===== src/rtl/mp_arb_pkg.sv =====
// Shared definitions for the memory bus arbiter.
//   state_t      : arbiter FSM states (IDLE, ACCESS, RESP)
//   OWN_FETCH/OWN_DATA : owner encoding for the port that holds the bus
//   other_owner(): returns the opposite owner, used for tie alternation
package mp_arb_pkg;

  typedef enum logic [1:0] {
    ST_IDLE   = 2'd0,
    ST_ACCESS = 2'd1,
    ST_RESP   = 2'd2
  } state_t;

  localparam logic OWN_FETCH = 1'b0;
  localparam logic OWN_DATA  = 1'b1;

  function automatic logic other_owner(input logic owner);
    return ~owner;
  endfunction

endpackage


===== src/rtl/arb_pick.sv =====
// Combinational winner selection for the memory bus arbiter.
// Ports:
//   f_req, d_req : pending requests from the fetch and data ports
//   last_owner   : port granted most recently (OWN_FETCH / OWN_DATA)
//   owner        : selected port (meaningful only when any is high)
//   any          : at least one request pending
// A tie goes to the port that was not granted last. Tying last_owner to
// OWN_FETCH therefore gives fixed data-port priority.
module arb_pick
  import mp_arb_pkg::*;
(
  input  logic f_req,
  input  logic d_req,
  input  logic last_owner,
  output logic owner,
  output logic any
);

  always_comb begin
    any   = f_req | d_req;
    owner = OWN_FETCH;
    if (f_req && d_req) begin
      owner = other_owner(last_owner);
    end else if (d_req) begin
      owner = OWN_DATA;
    end
  end

endmodule


===== src/rtl/mem_bus_arbiter.sv =====
// Two-port arbiter (fetch + data) in front of a single-port synchronous memory.
// Each access takes ACCESS (grant + memory strobe) then RESP (valid + data).
// A request pending in RESP starts the next ACCESS directly, giving one
// access every two cycles at peak.
// Ports:
//   clk, rst                      : clock, synchronous active-high reset
//   f_req/f_addr -> f_gnt/f_valid/f_rdata           : fetch (read-only) port
//   d_req/d_we/d_addr/d_wdata -> d_gnt/d_valid/d_rdata : data port
//   mem_en/mem_we/mem_addr/mem_wdata, mem_rdata     : memory side
//   busy      : FSM not in IDLE
//   dbg_state : current FSM state (debug visibility)
// Handshake: a requester holds req (and its address/data) until it sees its
// gnt pulse; the request is latched at the edge that produces gnt, so later
// input changes do not affect that access. valid pulses one cycle after gnt.
// Configuration macro ARB_ROUND_ROBIN_EN: when defined, ties alternate between
// ports; when undefined, the data port always wins a tie.
module mem_bus_arbiter
  import mp_arb_pkg::*;
#(
  parameter int ADDR_W = 8,
  parameter int DATA_W = 8
) (
  input  logic              clk,
  input  logic              rst,
  input  logic              f_req,
  input  logic [ADDR_W-1:0] f_addr,
  output logic              f_gnt,
  output logic [DATA_W-1:0] f_rdata,
  output logic              f_valid,
  input  logic              d_req,
  input  logic              d_we,
  input  logic [ADDR_W-1:0] d_addr,
  input  logic [DATA_W-1:0] d_wdata,
  output logic              d_gnt,
  output logic [DATA_W-1:0] d_rdata,
  output logic              d_valid,
  output logic              mem_en,
  output logic              mem_we,
  output logic [ADDR_W-1:0] mem_addr,
  output logic [DATA_W-1:0] mem_wdata,
  input  logic [DATA_W-1:0] mem_rdata,
  output logic              busy,
  output logic [1:0]        dbg_state
);

  state_t            state;
  logic              owner_q;
  logic              acc_we_q;
  logic [DATA_W-1:0] f_rdata_q;
  logic [DATA_W-1:0] d_rdata_q;
  logic              last_owner;
  logic              pick_owner;
  logic              pick_any;

`ifdef ARB_ROUND_ROBIN_EN
  logic last_owner_q;
  logic launch;

  // A new access can start from IDLE or straight out of RESP.
  assign launch     = pick_any && ((state == ST_IDLE) || (state == ST_RESP));
  assign last_owner = last_owner_q;

  always_ff @(posedge clk) begin
    if (rst) begin
      last_owner_q <= OWN_FETCH;
    end else if (launch) begin
      last_owner_q <= pick_owner;
    end
  end
`else
  // Pretending fetch always went last makes every tie go to the data port.
  assign last_owner = OWN_FETCH;
`endif

  arb_pick u_pick (
    .f_req      (f_req),
    .d_req      (d_req),
    .last_owner (last_owner),
    .owner      (pick_owner),
    .any        (pick_any)
  );

  always_ff @(posedge clk) begin
    if (rst) begin
      state     <= ST_IDLE;
      owner_q   <= OWN_FETCH;
      acc_we_q  <= 1'b0;
      f_gnt     <= 1'b0;
      d_gnt     <= 1'b0;
      f_valid   <= 1'b0;
      d_valid   <= 1'b0;
      mem_en    <= 1'b0;
      mem_we    <= 1'b0;
      mem_addr  <= '0;
      mem_wdata <= '0;
      f_rdata_q <= '0;
      d_rdata_q <= '0;
    end else begin
      f_gnt   <= 1'b0;
      d_gnt   <= 1'b0;
      f_valid <= 1'b0;
      d_valid <= 1'b0;
      mem_en  <= 1'b0;
      mem_we  <= 1'b0;
      case (state)
        ST_ACCESS: begin
          state <= ST_RESP;
          if (owner_q == OWN_DATA) begin
            d_valid <= 1'b1;
          end else begin
            f_valid <= 1'b1;
          end
        end
        ST_IDLE, ST_RESP: begin
          // Leaving RESP: keep the returned read data for the owning port.
          if (state == ST_RESP) begin
            if (owner_q == OWN_FETCH) begin
              f_rdata_q <= mem_rdata;
            end else if (!acc_we_q) begin
              d_rdata_q <= mem_rdata;
            end
          end
          if (pick_any) begin
            state   <= ST_ACCESS;
            owner_q <= pick_owner;
            mem_en  <= 1'b1;
            if (pick_owner == OWN_DATA) begin
              acc_we_q  <= d_we;
              mem_we    <= d_we;
              mem_addr  <= d_addr;
              mem_wdata <= d_wdata;
              d_gnt     <= 1'b1;
            end else begin
              // Fetch is read-only: mem_we stays low.
              acc_we_q <= 1'b0;
              mem_addr <= f_addr;
              f_gnt    <= 1'b1;
            end
          end else begin
            state <= ST_IDLE;
          end
        end
        default: state <= ST_IDLE;
      endcase
    end
  end

  // Memory data arrives during RESP; show it on the owner's port in that same
  // cycle, otherwise present the last value returned to that port.
  assign f_rdata = ((state == ST_RESP) && (owner_q == OWN_FETCH)) ? mem_rdata : f_rdata_q;
  assign d_rdata = ((state == ST_RESP) && (owner_q == OWN_DATA) && !acc_we_q) ?
                   mem_rdata : d_rdata_q;

  assign busy      = (state != ST_IDLE);
  assign dbg_state = state;

endmodule


===== config.mk =====
export PLATFORM = sky130hd
export DESIGN_NAME = mem_bus_arbiter
export DESIGN_NICKNAME = d
export VERILOG_FILES = /design/src/rtl/mp_arb_pkg.sv /design/src/rtl/arb_pick.sv /design/src/rtl/mem_bus_arbiter.sv
export SDC_FILE = /design/constraint.sdc
export NUM_CORES = 1
export LEC_CHECK = 0
export ABC_AREA = 1
export BUFFER_PORTS_ARGS = -buffer_cell sky130_fd_sc_hd__buf_4
export CORE_ASPECT_RATIO = 0.5
export CORE_UTILIZATION = 46
export CTS_BUF_LIST = sky130_fd_sc_hd__clkbuf_16
export CTS_CLUSTER_DIAMETER = 100
export CTS_CLUSTER_SIZE = 30
export DETAILED_ROUTE_END_ITERATION = 8
export PLACE_DENSITY_LB_ADDON = 0.25
export SLEW_MARGIN = 20
export SYNTH_ARGS = -nofsm -noshare
export SYNTH_HDL_FRONTEND = slang
export SYNTH_HIERARCHICAL = 1
export SYNTH_SLANG_ARGS = --single-unit

===== constraint.sdc =====
create_clock -name clk -period 1.55 [get_ports clk]
set_input_delay 0.155 -clock clk [delete_from_list [all_inputs] [get_ports clk]]
set_output_delay 0.155 -clock clk [all_outputs]
set_load 0.1 [all_outputs]

; Word level (Yosys, flattened, before mapping)
; Cells that the tools add are included.
[classes]
n_mul = 0
n_bitwise = 6
div = 0
n_reduce_logical = 15
mux = 13
shift = 0
order_cmp = 0
addsub = 0
eq_ne = 2
[ops]
columns = op, n
row1 = 2-to-1 mux 8 bit, 3
row2 = 2-to-1 mux 1 bit, 9
row3 = AND reduction 3 bit, 2
row4 = OR reduction 2 bit, 3
row5 = NOT 1 bit, 5
row6 = logical AND 1 bit, 4
row7 = case mux 2 bit (2 select lines), 1
row8 = AND reduction 4 bit, 1
row9 = OR reduction 3 bit, 1
row10 = equality test 2 x 1 -> 1 bit (second input constant), 1
row11 = equality test 2 bit (second input constant), 1
row12 = logical NOT 2 bit, 1
row13 = AND reduction 2 bit, 1
row14 = nonzero test 2 bit, 1
row15 = logical NOT 1 bit, 1
row16 = OR 1 bit, 1
[totals]
in_bits = 37
elab_cells = 49
mem_count = 0
output_inout_bits = 41
latch_bits = 0
ramBits = 0
reg_bits = 42
romBits = 0

; Longest topological paths before layout
; Gate-level depths: netlist of run 1.
[logic_depth]
depth_word = 4
depth_mapped = 7
mapped_depth_nobuf = 7

; Hierarchy
; The synthesis of run 1 kept the hierarchy.
[modules_own_cells]
columns = module, area_per_inst_um2, n_inst, seq_area_each_um2, cells_each
row1 = mem_bus_arbiter, 1769.2, 1, 840.8, 264
row2 = arb_pick, 15.0, 1, 0.0, 3

; Least setup slack after synthesis of run 1
; No wires, ideal clock.
[synth_timing]
kind = register -> output
start = register state[1] (netlist: dbg_state[1])
end = output d_rdata[0]
stages_incl_launch_ff = 7
t_arrival_ns = 2.260
required_ns = 1.395
n_path_buf = 0
setup_slack_ns = -0.865
path_cell_list = dfxtp_1 -> inv_1 -> nor2_4 -> nand2_2 -> nand2_1 -> nand2_1 -> inv_1
[synth_between]
elab_chain_len = 4
[synth_rtl]
columns = item, line
row1 = "start, declared", mem_bus_arbiter.sv:46  ; state_t state;
row2 = "start signal, assigned", mem_bus_arbiter.sv:85  ; state <= ST_IDLE;
row3 = "start signal, assigned", mem_bus_arbiter.sv:107  ; state <= ST_RESP;
row4 = "start signal, assigned", mem_bus_arbiter.sv:124  ; state <= ST_ACCESS;
row5 = equality test 2 bit, mem_bus_arbiter.sv:151  ; assign d_rdata = ((state == ST_RESP) && (owner_q == OWN_DATA) && !acc_we_q) ?
row6 = logical AND 1 bit (2 in series), mem_bus_arbiter.sv:151
row7 = 2-to-1 mux 8 bit, mem_bus_arbiter.sv:151
row8 = "end, declared", mem_bus_arbiter.sv:35  ; output logic [DATA_W-1:0] d_rdata,
; Every way passes these cells.

; Final worst setup path of run 1
[layout_timing]
start = register state[1] (netlist: dbg_state[1])
end = output d_rdata[7]
; Same word-level chain as after synthesis.

==> results.md, run 1 <==
- Pwr Total: roughly 3.6 mW
- CTS tree: built
- Final Hold Viols: 0
- Via count: ~2100
- Core area: roughly 3600 sq um
- Util after Layout: 89.3%
- Syn nets: 304
- Die W: 90.1 microns
- Drc violations: 0
- Setup violators final: 16
- Synth warnings: 6
- Leak Pwr: around 1.5 nW
- ANT nets after route: 0
- Clock sinks: 42
- Critical-path maximum fanout: 6
- Avg Synthesized Cell Area: between 6 and 7 sq um
- DRT iter0 DRCs: just under 90
- Synth unique cells: 19
- Worst ir drop on vdd: between 600 and 700 uV
- Achievable Freq: between 500 and 600 MHz
- Ranking of synthesized cells by area: dfxtp_1 (47%), nand2_1 (16%), inv_1 (12%), nor2_1 (9.7%), nand3_1 (2.8%)
- Share of cells above drive strength 1: a little under half
- Avg WL per Cell: 16.3 microns
- Initial antenna violation count: 0
- Tmin final: between 1.5 and 2 ns
- Cts bufs inserted: 5
- Std-Cell Rows: 15
- Commonest cells in the netlist: nand2_1 (77), inv_1 (57), nor2_1 (46)
- Register bit count reported by yosys: 42
- Max Buffers Root-to-Sink: 2
- Post-synth top area share: a little under half
- Vias in the first global route: between 1500 and 2000
- Vias/cell: 5.00
- Total track usage: around 27%
- Register area share after synthesis: a little under half
- Ys flop type: dfxtp_1
- Die Height: 46.0 microns
- Max-slew violations: 0
- Gp weighted congestion: just under 0.9
- Worst reg2reg setup slack: 0.12 ns
- Final HPWL DP: about 3100 microns
- Diode count: 0
- Root Buffer Master: clkbuf_16
- First-pass GRT wire length: between 8000 and 9000 microns
- Worst EP arrival: 1.59 ns
- Hold Crit Class: input pin to flip-flop
- Total wire length: slightly below 7000 microns
- Post-route worst setup slack: -0.192 ns
- Cts hold-fix bufs: 0
- Setup TNS Final: -2.32 ns
- Clock Skew: 0.00923 ns
- Mapped Area: between 1500 and 2000 sq um
- Final std cells w/o fill: around 420
- EDFF count, synth: 0
- Placed insts: 392
- Run status: finished with violations
- Most common cell in the netlist: nand2_1
- Clock transition at path regs: 0.06 ns
- Max Cap Violations: 0
- Die ar.: between 4000 and 5000 sq um
- Initial Util: 50.0%
- Total grt overflow: 0
- I/O Pins: 78
- Final worst-path cycle share: 112%
- Synth async-reset ratio: 0%
- CP Launch Type: flip-flop
- CP endpoint kind: output pin
- Mapped Cells: 267
- RSZ-0062 raised after global routing: true
- Final #Nets: 402
- Worst-skew pair later-pin latency: 0.29 ns
- DRT Pass-1 Iters: 4
- H-tree depth: 2
- Largest net degree at the start of global routing: 20
- CP required: about 1.4 ns
- # port buffers: between 70 and 80
- Failing checks: negative setup slack
- Pre-CTS setup slack: ~0.10 ns
- Power density over cell area: 1120 nW/um^2
- CP Class: flip-flop to output pin
- Syn-to-layout area delta: 78.5%
- Cell taking the most area after synthesis: dfxtp_1
-- worst paths after layout --
path                                   start      endpoint  depth (start not counted)
worst min-delay path              d_wdata[4]  mem_wdata[4]                          3
worst max-delay path            dbg_state[1]    d_rdata[7]                          8
worst max register to register  dbg_state[0]  mem_wdata[6]                          5
worst min register to register  mem_wdata[1]  mem_wdata[1]                          4
-- power by group --
part / internal [mW] / leakage (nW) / switching, mW / total (mW)
Clock: 0.746 / 0.0773 / 0.440 / 1.19
Combinational: 0.346 / 1.10 / 0.855 / 1.20
Sequential: 1.14 / 0.346 / 0.0376 / 1.18
Total: 2.24 / 1.52 / 1.33 / 3.57
-- per-stage QoR --
| step | instance area (sq um) | hold WS [ns] |
|---|---|---|
| 2_1_floorplan | 1880 | 0.290 |
| 3_3_place_gp | 2500 | 0.377 |
| 3_5_place_dp | 2500 | 0.385 |
| 4_1_cts | 3070 | 0.0966 |
| 5_1_grt | 3180 | 0.100 |
| 6_report | 3180 | 0.0921 |
-- layer usage --
layer / up-vias / share of wire (%) / track usage [%]
met3: 32 / 8.0 / 7.83
met5: - / 0 / 0
met4: 0 / 3.7 / 14.8
met1: 958 / 39 / 31.0
li1: 971 / - / -
met2: 118 / 50 / 49.6
-- state kept, by name, summed over array words and instances, names as in the netlist --
signal,flops
mem_we,1
f_rdata_q,8
owner_q,1
mem_addr,8
dbg_state,2
f_valid,1
d_gnt,1
acc_we_q,1
mem_wdata,8
mem_en,1
d_rdata_q,8
f_gnt,1
d_valid,1
-- worst max-delay path: stages, from the launching register on --
cell,delay [ns]
dfxtp_4,0.37
inv_4,0.05
nor2_4,0.13
buf_12,0.14
buf_12,0.13
nand3_2,0.07
nand2_2,0.10
clkinvlp_4,0.12
buf_12,0.18
-- placed cells by master, fill, tap and decap left out, types with 7 or more instances in the layout --
cell type,n
buf_4,76
dfxtp_1,39
buf_12,20
nand2_4,7
nor2_1,45
clkinvlp_4,16
inv_1,39
nand2_2,22
a21oi_1,9
nand2_1,51
o21ai_0,9
-- cell families after synthesis --
| group | count (synthesis) | synth area share (%) |
|---|---|---|
| and+or+nand+nor | 140 | 32.3 |
| buffers and inverters | 65 | 14.9 |
| AOI/OAI and AO/OA | 19 | 5.54 |
| other | 1 | 0.210 |
| DFF | 42 | 47.1 |
-- area by class of cell --
cell class	instances	area [sq um]
Sequential cell	42	850
Multi-Input combinational cell	160	846
Timing Repair Buffer	97	982
Clock inverter	2	33.8
Inverter	59	284
Clock buffer	5	125
Fill cell	155	382
Tap cell	51	63.8
-- timing repair --
| action | in CTS | in global routing |
|---|---|---|
| resized for setup | 74 | 12 |
| buffers inserted | 13 | 4 |
| endpoints found under the setup margin | 16 | 16 |
| pin swaps | 18 | 9 |
Note: power is estimated with default switching activity, not from simulation.
==> run 2: changes to the inputs <==
--- a/config.mk
+++ b/config.mk
@@ -7,13 +7,13 @@
 export LEC_CHECK = 0
 export ABC_AREA = 1
 export BUFFER_PORTS_ARGS = -buffer_cell sky130_fd_sc_hd__buf_4
-export CORE_ASPECT_RATIO = 0.5
+export CORE_ASPECT_RATIO = 1.75
 export CORE_UTILIZATION = 46
 export CTS_BUF_LIST = sky130_fd_sc_hd__clkbuf_16
 export CTS_CLUSTER_DIAMETER = 100
-export CTS_CLUSTER_SIZE = 30
 export DETAILED_ROUTE_END_ITERATION = 8
 export PLACE_DENSITY_LB_ADDON = 0.25
+export REMOVE_ABC_BUFFERS = 1
 export SLEW_MARGIN = 20
 export SYNTH_ARGS = -nofsm -noshare
 export SYNTH_HDL_FRONTEND = slang
==> results.md, run 2 (synthesized netlist as in run 1, its figures left out) <==
- Slowest-stage cell, CP: dfxtp_4
- CP Launch Type: flip-flop
- Worst ir drop on vdd: 1070 uV (+58%)
- Std-Cell Rows: 29 (+14)
- DRT iter0 DRCs: 52 (-41%)
- Worst reg2reg setup slack: -0.10 ns (-0.22 ns)
- Clock transition at path regs: 0.05 ns (about the same)
- Diode count: 0 (unchanged)
- Cts hold-fix bufs: 0 (unchanged)
- Tmin final: 1.67 ns (-0.0731 ns)
- Gp weighted congestion: 0.787 (-10%)
- Final worst-path cycle share: 108% (-4.7 points)
- Vias/cell: 4.85 (-3.0%)
- Final Hold Viols: 0 (unchanged)
- Max Cap Violations: 0 (unchanged)
- Initial Util: 48.7% (-1.3 points)
- Total track usage: 27.0% (-0.43 points)
- Cell Chain, Critical Path: inv_1 -> nand2_1 -> nor2_4 -> buf_12 -> nand2_2 -> nand2_2 -> inv_2 -> buf_12
- Worst-skew pair later-pin latency: 0.29 ns (about the same)
- Max-slew violations: 0 (unchanged)
- Pint: 2.05 mW (-8.5%)
- Die W: 49.1 microns (-46%)
- I/O Pins: 78 (unchanged)
- Net Switching: 1.25 mW (-6.5%)
- Avg WL per Cell: 14.4 microns (-11%)
- H-tree depth: 2 (unchanged)
- Initial antenna violation count: 0 (unchanged)
- Combinational share of power: 34.8% (+1.2 points)
- Clk pwr share: 29.4% (-3.8 points)
- Achievable Freq: 599 MHz (+4.4%)
- Fill cells: 213 (+37%)
- Post-route worst setup slack: -0.118 ns (+0.0731 ns)
- # port buffers: 77 (unchanged)
- CP top delay family: buffers and inverters
- Cts bufs inserted: 5 (unchanged)
- Power density over cell area: 1060 nW/um^2 (-5.6%)
- First-pass GRT wire length: 8570 microns (-1.4%)
- CTS tree: built
- Leak Pwr: 1.67 nW (+10%)
- Die Height: 84.4 microns (+83%)
- Final #Nets: 415 (+3.2%)
- Total wire length: 6120 microns (-9.8%)
- Final HPWL DP: 2900 microns (-4.9%)
- Syn-to-layout area delta: 74.4%
- Vias in the first global route: 1918 (+1.0%)
- CP required: 1.39 ns (about the same)
- Total grt overflow: 0 (unchanged)
- Flop pwr share: 35.8% (+2.7 points)
- Drc violations: 0 (unchanged)
- Clock sinks: 42 (unchanged)
- RSZ-0062 raised after global routing: true
- Hold Crit Class: input pin to flip-flop
- CP peak stage delay: 0.36 ns (about the same)
- Via count: 2056 (-1.1%)
- Share of cells above drive strength 1: 47.1% (+1.6 points)
- Commonest non-fill, non-tap cell in the layout: buf_4
- Clock Skew: 0.00541 ns (-0.00382 ns)
- Setup violators final: 18 (+2)
- Core area: 3660 sq um (+2.8%)
- Worst EP arrival: 1.51 ns (-0.08 ns)
- CP Buf/Inv Count: 4 (-1)
- Pre-CTS setup slack: -0.00985 ns (-0.112 ns)
- Most frequent cells in the layout: buf_4 (90), nand2_1 (48), nor2_1 (44)
- Max Buffers Root-to-Sink: 2 (unchanged)
- Largest net degree at the start of global routing: 20 (unchanged)
- CP Class: flip-flop to output pin
- CP endpoint kind: output pin
- DRT Pass-1 Iters: 4 (unchanged)
- Sw Share: 37.8% (+0.50 points)
- Die ar.: 4140 sq um (-0.13%)
- Root Buffer Master: clkbuf_16
- Worst hold slack: 0.0945 ns (+0.00243 ns)
- ANT nets after route: 0 (unchanged)
- Run status: finished with violations
- Failing checks: negative setup slack
- Critical-path maximum fanout: 8 (+2)
==> run 2: cell count changes in the layout (fill, tap and decap cells not counted), sizes merged <==
cell / previous run / this run
inv: 42 / 60
bufinv: 1 / 0
clkinvlp: 16 / 0
clkinv: 2 / 1
buf: 97 / 110
==> run 2: worst paths after layout <==
check | endpoint | from | cells after the start
worst min-delay path | mem_wdata[7] | d_wdata[7] | 3
worst max-delay path | f_rdata[2] | dbg_state[0] | 8
worst min register to register | mem_wdata[5] | mem_wdata[5] | 4
worst max register to register | d_rdata_q[0] | dbg_state[1] | 10
==> run 2: what timing repair did <==
| action | CTS | global route |
|---|---|---|
| pin swaps | 7 | 13 |
| gates cloned | 0 | 0 |
| gates resized for setup | 76 | 38 |
| endpoints found under the setup margin | 16 | 21 |
| buffers inserted | 24 | 5 |
==> run 2: layout make-up <==
type | count | area, sq um | area share (%)
Clock buffer | 5 | 125 | 4.02
Clock inverter | 2 | 7.51 | 0.241
Inverter | 59 | 224 | 7.20
Multi-Input combinational cell | 160 | 796 | 25.6
Sequential cell | 42 | 852 | 27.4
Tap cell | 46 | 57.6 | 1.85
Timing Repair Buffer | 110 | 1050 | 33.7
==> run 2: per-layer routing <==
metal  share of wire (%)  routed length [microns]  vias to the layer above  GRT usage (%)
met5                   0                        0                        -              0
met4                 4.7                      289                        0           14.7
met3                 5.0                      306                       27           3.80
met2                  55                     3340                      108           51.9
met1                  36                     2180                      931           26.5
li1                    -                        -                      990              -
==> run 2: per-stage QoR <==
| step | utilization, % | setup TNS (ns) | instance area [sq um] | std cells | total power [mW] |
|---|---|---|---|---|---|
| global route | 84.9 | -2.33 | 3110 | 424 | 3.39 |
| floorplan | - | -21.12 | 1740 | 261 | 1.92 |
| finish | 84.9 | -1.12 | 3110 | 424 | 3.29 |
| detailed placement | 65.9 | -0.00985 | 2410 | 389 | 2.17 |
| global placement | 65.9 | 0 | 2410 | 389 | 2.16 |
| CTS | 81.1 | -0.0352 | 2970 | 420 | 3.24 |
==> run 2: power by group through the flow <==
stage / Combinational, mW / Clock [mW] / Sequential, mW
floorplan: 0.379 / 0 / 1.54
global placement: 0.967 / 0 / 1.20
detailed placement: 0.974 / 0 / 1.20
CTS: 1.09 / 0.968 / 1.18
global route: 1.20 / 1.01 / 1.18
finish: 1.15 / 0.968 / 1.18
==> run 2: tightest hold or removal path: stages <==
cell and delay (ns):
buf_4 0.08, nor2_1 0.03, nor2_1 0.08
